`config.mk`:
```
export PLATFORM = sky130hd
export DESIGN_NAME = instr_fetch_unit
export DESIGN_NICKNAME = d
export VERILOG_FILES = /design/src/rtl/cpu_pkg.sv /design/src/rtl/branch_resolve.sv /design/src/rtl/instr_fetch_unit.sv
export SDC_FILE = /design/constraint.sdc
export NUM_CORES = 1
export LEC_CHECK = 0
export ABC_AREA = 1
export BUFFER_PORTS_ARGS = -buffer_cell sky130_fd_sc_hd__buf_4
export CAP_MARGIN = 30
export CORE_MARGIN = 5
export CORE_UTILIZATION = 56
export CTS_BUF_LIST = sky130_fd_sc_hd__clkbuf_16
export DETAILED_ROUTE_END_ITERATION = 8
export GPL_TIMING_DRIVEN = 0
export PLACE_DENSITY = 0.85
export RECOVER_POWER = 50
export SYNTH_ARGS = -nofsm -noshare
export SYNTH_HDL_FRONTEND = slang
export SYNTH_SLANG_ARGS = --single-unit
```
`constraint.sdc`:
```
create_clock -name clk -period 3.2 [get_ports clk]
set_input_delay 0.48 -clock clk [delete_from_list [all_inputs] [get_ports clk]]
set_output_delay 0.48 -clock clk [all_outputs]
set_load 0.02 [all_outputs]
```
`src/rtl/cpu_pkg.sv`:
```
// -----------------------------------------------------------------------------
// cpu_pkg
// Shared definitions for the fetch stage and the control unit:
//   - opcode constants
//   - br_op encodings
//   - NOP instruction word
//   - instruction field bit positions
//   - fetch state enum
//   - sign-extension helper
// -----------------------------------------------------------------------------
package cpu_pkg;

  // Opcodes (ir[31:26])
  localparam logic [5:0] OP_R_TYPE = 6'h00;
  localparam logic [5:0] OP_LD     = 6'h01;
  localparam logic [5:0] OP_ST     = 6'h02;
  localparam logic [5:0] OP_BR     = 6'h03;
  localparam logic [5:0] OP_BMI    = 6'h04;
  localparam logic [5:0] OP_BPL    = 6'h05;
  localparam logic [5:0] OP_BZ     = 6'h06;
  localparam logic [5:0] OP_HALT   = 6'h24;
  localparam logic [5:0] OP_NOP    = 6'h25;
  localparam logic [5:0] OP_CALL   = 6'h26;

  // br_op encodings; any value with bit 2 set means "no branch"
  localparam logic [2:0] BROP_BR   = 3'b000;
  localparam logic [2:0] BROP_BMI  = 3'b001;
  localparam logic [2:0] BROP_BPL  = 3'b010;
  localparam logic [2:0] BROP_BZ   = 3'b011;
  localparam logic [2:0] BROP_NONE = 3'b100;

  // Reset contents of the instruction register
  localparam logic [31:0] NOP_INSTR = 32'h9400_0000;

  // Instruction field positions
  localparam int OPCODE_MSB = 31;
  localparam int OPCODE_LSB = 26;
  localparam int RS_MSB     = 25;
  localparam int RS_LSB     = 21;
  localparam int RT_MSB     = 20;
  localparam int RT_LSB     = 16;
  localparam int RD_MSB     = 15;
  localparam int RD_LSB     = 11;
  localparam int FUNC_MSB   = 4;
  localparam int FUNC_LSB   = 0;
  localparam int IMM_MSB    = 15;
  localparam int IMM_LSB    = 0;

  typedef enum logic [1:0] {
    ST_BOOT  = 2'd0,
    ST_FETCH = 2'd1,
    ST_READY = 2'd2
  } fetch_state_e;

  // Sign-extend a 16-bit immediate to 32 bits
  function automatic logic [31:0] sext16(input logic [15:0] v);
    return {{16{v[15]}}, v};
  endfunction

endpackage

```
`src/rtl/branch_resolve.sv`:
```
// -----------------------------------------------------------------------------
// branch_resolve
// Combinational next-PC selection for the fetch stage.
// Ports:
//   br_op    in  3     branch select (000 BR, 001 BMI, 010 BPL, 011 BZ, 1xx none)
//   rs_neg   in  1     rs value MSB
//   rs_zero  in  1     rs value == 0
//   pc       in  PC_W  current program counter
//   imm16    in  16    branch offset, relative to pc+1
//   taken    out 1     branch condition satisfied
//   next_pc  out PC_W  pc+1 (+ sext(imm16) when taken), modulo 2^PC_W
// -----------------------------------------------------------------------------
module branch_resolve
  import cpu_pkg::*;
#(
  parameter int PC_W = 32
) (
  input  logic [2:0]      br_op,
  input  logic            rs_neg,
  input  logic            rs_zero,
  input  logic [PC_W-1:0] pc,
  input  logic [15:0]     imm16,
  output logic            taken,
  output logic [PC_W-1:0] next_pc
);

  logic [PC_W-1:0] seq_pc;
  logic [PC_W-1:0] imm_ext;

  always_comb begin
    taken = 1'b0;
    if (!br_op[2]) begin
      case (br_op)
        BROP_BR:  taken = 1'b1;
        BROP_BMI: taken = rs_neg;
        BROP_BPL: taken = ~rs_neg & ~rs_zero;
        BROP_BZ:  taken = rs_zero;
        default:  taken = 1'b0;
      endcase
    end
  end

  // Size cast of a signed value sign-extends to PC_W.
  assign imm_ext = PC_W'(signed'(imm16));
  assign seq_pc  = pc + PC_W'(1);
  assign next_pc = taken ? (seq_pc + imm_ext) : seq_pc;

endmodule

```
`src/rtl/instr_fetch_unit.sv`:
```
// -----------------------------------------------------------------------------
// instr_fetch_unit
// Holds the PC, fetches one instruction per rising edge of upd_pc from a
// variable-latency instruction memory, and presents decoded IR fields.
// Ports:
//   clk, rst_n          clock (rising edge), asynchronous active-low reset
//   upd_pc              level; rising edge requests next-PC update + fetch
//   br_op, rs_neg,
//   rs_zero             branch select and datapath flags, sampled on upd edge
//   imem_req/imem_addr  fetch request (held until imem_valid) and address
//   imem_rdata/valid    instruction word and its qualifier
//   pc                  current PC
//   ir_valid            IR holds the instruction at pc
//   opcode, rs, rt, rd,
//   func, imm16         decoded IR fields (combinational from IR)
//   seq_err             sticky: upd_pc edge seen outside READY
// -----------------------------------------------------------------------------
module instr_fetch_unit
  import cpu_pkg::*;
#(
  parameter int              PC_W     = 32,
  parameter int              INSTR_W  = 32,
  parameter logic [PC_W-1:0] RESET_PC = '0
) (
  input  logic               clk,
  input  logic               rst_n,
  input  logic               upd_pc,
  input  logic [2:0]         br_op,
  input  logic               rs_neg,
  input  logic               rs_zero,
  output logic               imem_req,
  output logic [PC_W-1:0]    imem_addr,
  input  logic [INSTR_W-1:0] imem_rdata,
  input  logic               imem_valid,
  output logic [PC_W-1:0]    pc,
  output logic               ir_valid,
  output logic [5:0]         opcode,
  output logic [4:0]         rs,
  output logic [4:0]         rt,
  output logic [4:0]         rd,
  output logic [4:0]         func,
  output logic [15:0]        imm16,
  output logic               seq_err
);

  fetch_state_e        state_q;
  logic [PC_W-1:0]     pc_q;
  logic [PC_W-1:0]     pc_d;
  logic [INSTR_W-1:0]  ir_q;
  logic                ir_valid_q;
  logic                seq_err_q;
  logic                upd_q;
  logic                imem_req_q;
  logic                upd_edge;
  logic                br_taken;

  assign upd_edge = upd_pc & ~upd_q;

  branch_resolve #(
    .PC_W (PC_W)
  ) u_branch_resolve (
    .br_op   (br_op),
    .rs_neg  (rs_neg),
    .rs_zero (rs_zero),
    .pc      (pc_q),
    .imm16   (ir_q[IMM_MSB:IMM_LSB]),
    .taken   (br_taken),
    .next_pc (pc_d)
  );

  // imem_req is a register so the asynchronous reset removes it at once,
  // which lets the memory see an abandoned request disappear immediately.
  always_ff @(posedge clk or negedge rst_n) begin
    if (!rst_n) begin
      state_q    <= ST_BOOT;
      pc_q       <= RESET_PC;
      ir_q       <= INSTR_W'(NOP_INSTR);
      ir_valid_q <= 1'b0;
      seq_err_q  <= 1'b0;
      upd_q      <= 1'b0;
      imem_req_q <= 1'b0;
    end else begin
      upd_q <= upd_pc;
      case (state_q)
        ST_BOOT: begin
          if (upd_edge) seq_err_q <= 1'b1;
          imem_req_q <= 1'b1;
          state_q    <= ST_FETCH;
        end
        ST_FETCH: begin
          // An update request mid-fetch is a sequencing error; the fetch
          // itself carries on untouched.
          if (upd_edge) seq_err_q <= 1'b1;
          if (imem_valid) begin
            ir_q       <= imem_rdata;
            ir_valid_q <= 1'b1;
            imem_req_q <= 1'b0;
            state_q    <= ST_READY;
          end
        end
        ST_READY: begin
          if (upd_edge) begin
            pc_q       <= pc_d;
            ir_valid_q <= 1'b0;
            imem_req_q <= 1'b1;
            state_q    <= ST_FETCH;
          end
        end
        default: begin
          state_q    <= ST_BOOT;
          imem_req_q <= 1'b0;
        end
      endcase
    end
  end

  assign imem_req  = imem_req_q;
  assign imem_addr = pc_q;
  assign pc        = pc_q;
  assign ir_valid  = ir_valid_q;
  assign seq_err   = seq_err_q;

  assign opcode = ir_q[OPCODE_MSB:OPCODE_LSB];
  assign rs     = ir_q[RS_MSB:RS_LSB];
  assign rt     = ir_q[RT_MSB:RT_LSB];
  assign rd     = ir_q[RD_MSB:RD_LSB];
  assign func   = ir_q[FUNC_MSB:FUNC_LSB];
  assign imm16  = ir_q[IMM_MSB:IMM_LSB];

  // br_taken is exposed by the resolver for the control unit's benefit;
  // the fetch stage only needs next_pc.
  logic unused_taken;
  assign unused_taken = br_taken;

endmodule

```
==> key figures <==
Timing
  • Clock Skew: 0.00654 ns
  • Peak Freq: 0.325 GHz
  • Max_slew headroom: -0.174
  • Final hold vios: 0
  • Slew Viols, Final: 70
  • Tightest Pin Transition: 1.76 ns
  • Tcrit/Tclk final: 0.962
  • # setup viols final: 0
  • Min Clock Period, post-route: 3.08 ns

Yosys
  • Register area share after synthesis: 0.261
  • Number of synthesized flops with an enable pin: 0
  • Mapped Area: 6620 µm²
  • Distinct cells, synth: 41
  • Yosys warning count: 0
  • Syn Area/Cell: 6.47 µm²
  • Async set or reset register ratio after synthesis: 1.00
  • Post-synth top flop: dfrtp_1
  • Synth Register Bits: 69
  • Cells after Synth: 1023
  • Net Count, Synth: 1104

Setup path
  • Worst r2r src: imem_addr[1]
  • Worst R2R End: imem_addr[24]
  • Cell depth of the worst flop-to-flop path: 18
  • WP data required: 3.47 ns
  • Worst reg-to-reg setup slack: 0.12 ns
  • Crit path kind: register to register
  • Startpoint Class: register
  • CP arrival: 3.35 ns
  • Worst Path Max Fanout: 6
  • Setup crit start: imem_addr[1]
  • Worst Setup End Kind: register
  • Crit path capture: imem_addr[24]

Clock tree
  • Clk buf depth: 2
  • CTS tree: built
  • Worst-path clk slew: 0.06 ns
  • CTS buffer count: 9
  • Clk_lat worst skew: 0.35 ns
  • H-tree depth: 3
  • Root buffer cell: clkbuf_16
  • Hold_buf cts: 0
  • Clk sink count: 69

Routing
  • Vias/cell: 5.27
  • Residual DRC count: 0
  • Starting DRT DRC Count: 643
  • WL/cell: 15.2 µm
  • TritonRoute pass-1 iters: 5
  • Post-route ant nets: 0
  • Detailed Route WL: 20.3 mm
  • Vias: 7040

Placed design
  • Post-DP HPWL: 15.8 mm
  • PortBufs: 149
  • Inst Count DP: 1315
  • GP Congestion: 0.993

Layout
  • Share of layout cells above drive strength 1: 0.248
  • Most frequent cells in the layout: nand2_1, inv_1, buf_4, nor2_1, nand3_1
  • Fill count: 974
  • Most common cell after layout, fill and taps aside: nand2_1
  • Sequential Area: 1750 µm²
  • Post-Layout Cell Count: 1335
  • Area Overhead vs Synth: 25.8%
  • Multi-input logic area: 4040 µm²
  • Nets: 1268
  • Finished Core Util: 0.723
  • Antenna cells: 0

Die
  • Starting density of the core: 0.575
  • CORE AREA: 11500 µm²
  • I/O pins: 150
  • Die area: 14100 µm²
  • Die height: 119 µm
  • Die Wd: 119 µm
  • Std cell rows: 39

GRT
  • Remaining global-route overflow: 0
  • Total global-route track usage: 0.282
  • First-pass GRT wire length: 31.9 mm
  • Vias in the first global route: 6734
  • Largest net degree at the start of global routing: 70
  • Initial antenna violation count: 0

Status
  • Failing checks: capacitance limit, slew limit
  • Status: finished with violations

Min path
  • Worst Hold Class: primary input to register
  • Hold path cells: 1

Pwr
  • Power density over cell area: 1320 nW/µm²
  • Leakage: 4.54 nW
  • VDD IR max: 671 µV

Flow run
  • Max-cap check violation count: 1
[per-layer routing]
metal | global-route usage | up-vias | wire length, µm
met5 | 0 | - | 0
met4 | 0.141 | 0 | 770
li1 | - | 3474 | -
met1 | 0.361 | 3183 | 8500
met2 | 0.448 | 325 | 9220
met3 | 0.0654 | 58 | 1790
[flip-flops by register name (all words and copies together) (netlist names)]
name       cells
imem_addr     32
ir_q          32
seq_err        1
ir_valid       1
state_q        2
upd_q          1
[power breakdown]
group / internal, W / total [W] / switching [W]
Sequential: 0.00133 / 0.00193 / 0.000606
Clock: 0.000607 / 0.00103 / 0.000423
Combinational: 0.00308 / 0.00800 / 0.00492
Total: 0.00501 / 0.0110 / 0.00595
[synthesized netlist by cell type, types with 3 or more instances]
| master | n | share of area |
|---|---|---|
| nand2_1 | 333 | 0.19 |
| inv_1 | 170 | 0.096 |
| nor2_1 | 90 | 0.051 |
| dfrtp_1 | 66 | 0.25 |
| nand3_1 | 54 | 0.041 |
| a21oi_1 | 50 | 0.038 |
| buf_4 | 44 | 0.050 |
| ha_1 | 39 | 0.074 |
| mux2_2 | 31 | 0.053 |
| o21ai_0 | 18 | 0.014 |
| xor2_1 | 18 | 0.024 |
| nor3_1 | 15 | 0.011 |
| buf_2 | 8 | 0.0060 |
| nor2_2 | 8 | 0.0076 |
| nand2_2 | 7 | 0.0066 |
| nand4_1 | 7 | 0.0066 |
| nand3b_1 | 6 | 0.0068 |
| and2_1 | 5 | 0.0047 |
| nor2_4 | 5 | 0.0085 |
| o21ai_1 | 5 | 0.0038 |
| o21bai_1 | 5 | 0.0057 |
| clkbuf_1 | 4 | 0.0023 |
| o211ai_1 | 4 | 0.0045 |
| xnor2_1 | 4 | 0.0053 |
| a21oi_2 | 3 | 0.0040 |
| dfstp_2 | 3 | 0.012 |
[cell families (layout without fill, tap and decap cells)]
group                      after synthesis  in the layout  share of synthesized area
muxes                                   31             31                     0.0527
buffers and inverters                  229            398                      0.158
adders and majority gates               40             40                     0.0767
xor gates and xnor gates                23             23                     0.0316
AOI/OAI and AO/OA                       93             93                     0.0779
DFF                                     69             69                      0.261
and+or+nand+nor                        538            538                      0.342
[repair_timing]
action	in CTS	in global routing
buffers inserted	0	4
resized for setup	5	49
setup endpoints to repair	13	18
[worst min path at each step]
stage                     from           end  slack (ns)
finish                  upd_pc         upd_q        0.27
detailed placement  state_q[1]       seq_err        0.44
global placement    state_q[1]       seq_err        0.45
CTS                     upd_pc         upd_q        0.23
global route            upd_pc         upd_q        0.26
floorplan                rst_n  imem_addr[0]        0.18
[worst max-delay path, stage by stage, from the launching register on]
cell and delay, ns:
dfrtp_2 0.44, ha_4 0.19, nand2_2 0.08, inv_2 0.08, nand2_2 0.08, nor2_4 0.18, inv_2 0.07, nor2_4 0.17
xor2_2 0.21, inv_1 0.12, ha_4 0.31, nand2_1 0.12, nor2_4 0.15, inv_1 0.05, o21bai_1 0.23, nand2_1 0.11
nand4_1 0.09, nand3_1 0.14, a21oi_1 0.20
[layout make-up]
class / count / area share
Tap cell: 143 / 0.0215
Clock buffer: 9 / 0.0270
Timing Repair Buffer: 153 / 0.122
Clock inverter: 7 / 0.00886
Inverter: 172 / 0.0775
Buffer: 57 / 0.0478
Sequential cell: 69 / 0.210
Multi-Input combinational cell: 725 / 0.486
[metrics by stage]
step                      setup WS, ns  cell area, µm²  hold slack, ns  power [W]  TNS [ns]
after floorplan                  0.345            6620           0.184    0.00723         0
after global placement          -0.140            7920           0.445    0.00942    -0.479
after detailed placement        -0.215            7920           0.445    0.00959    -0.757
after CTS                      0.00196            8240           0.234     0.0107         0
after global routing           -0.0410            8330           0.261     0.0119    -0.196
final                            0.121            8330           0.269     0.0110         0
Note: power is estimated with default switching activity, not from simulation.
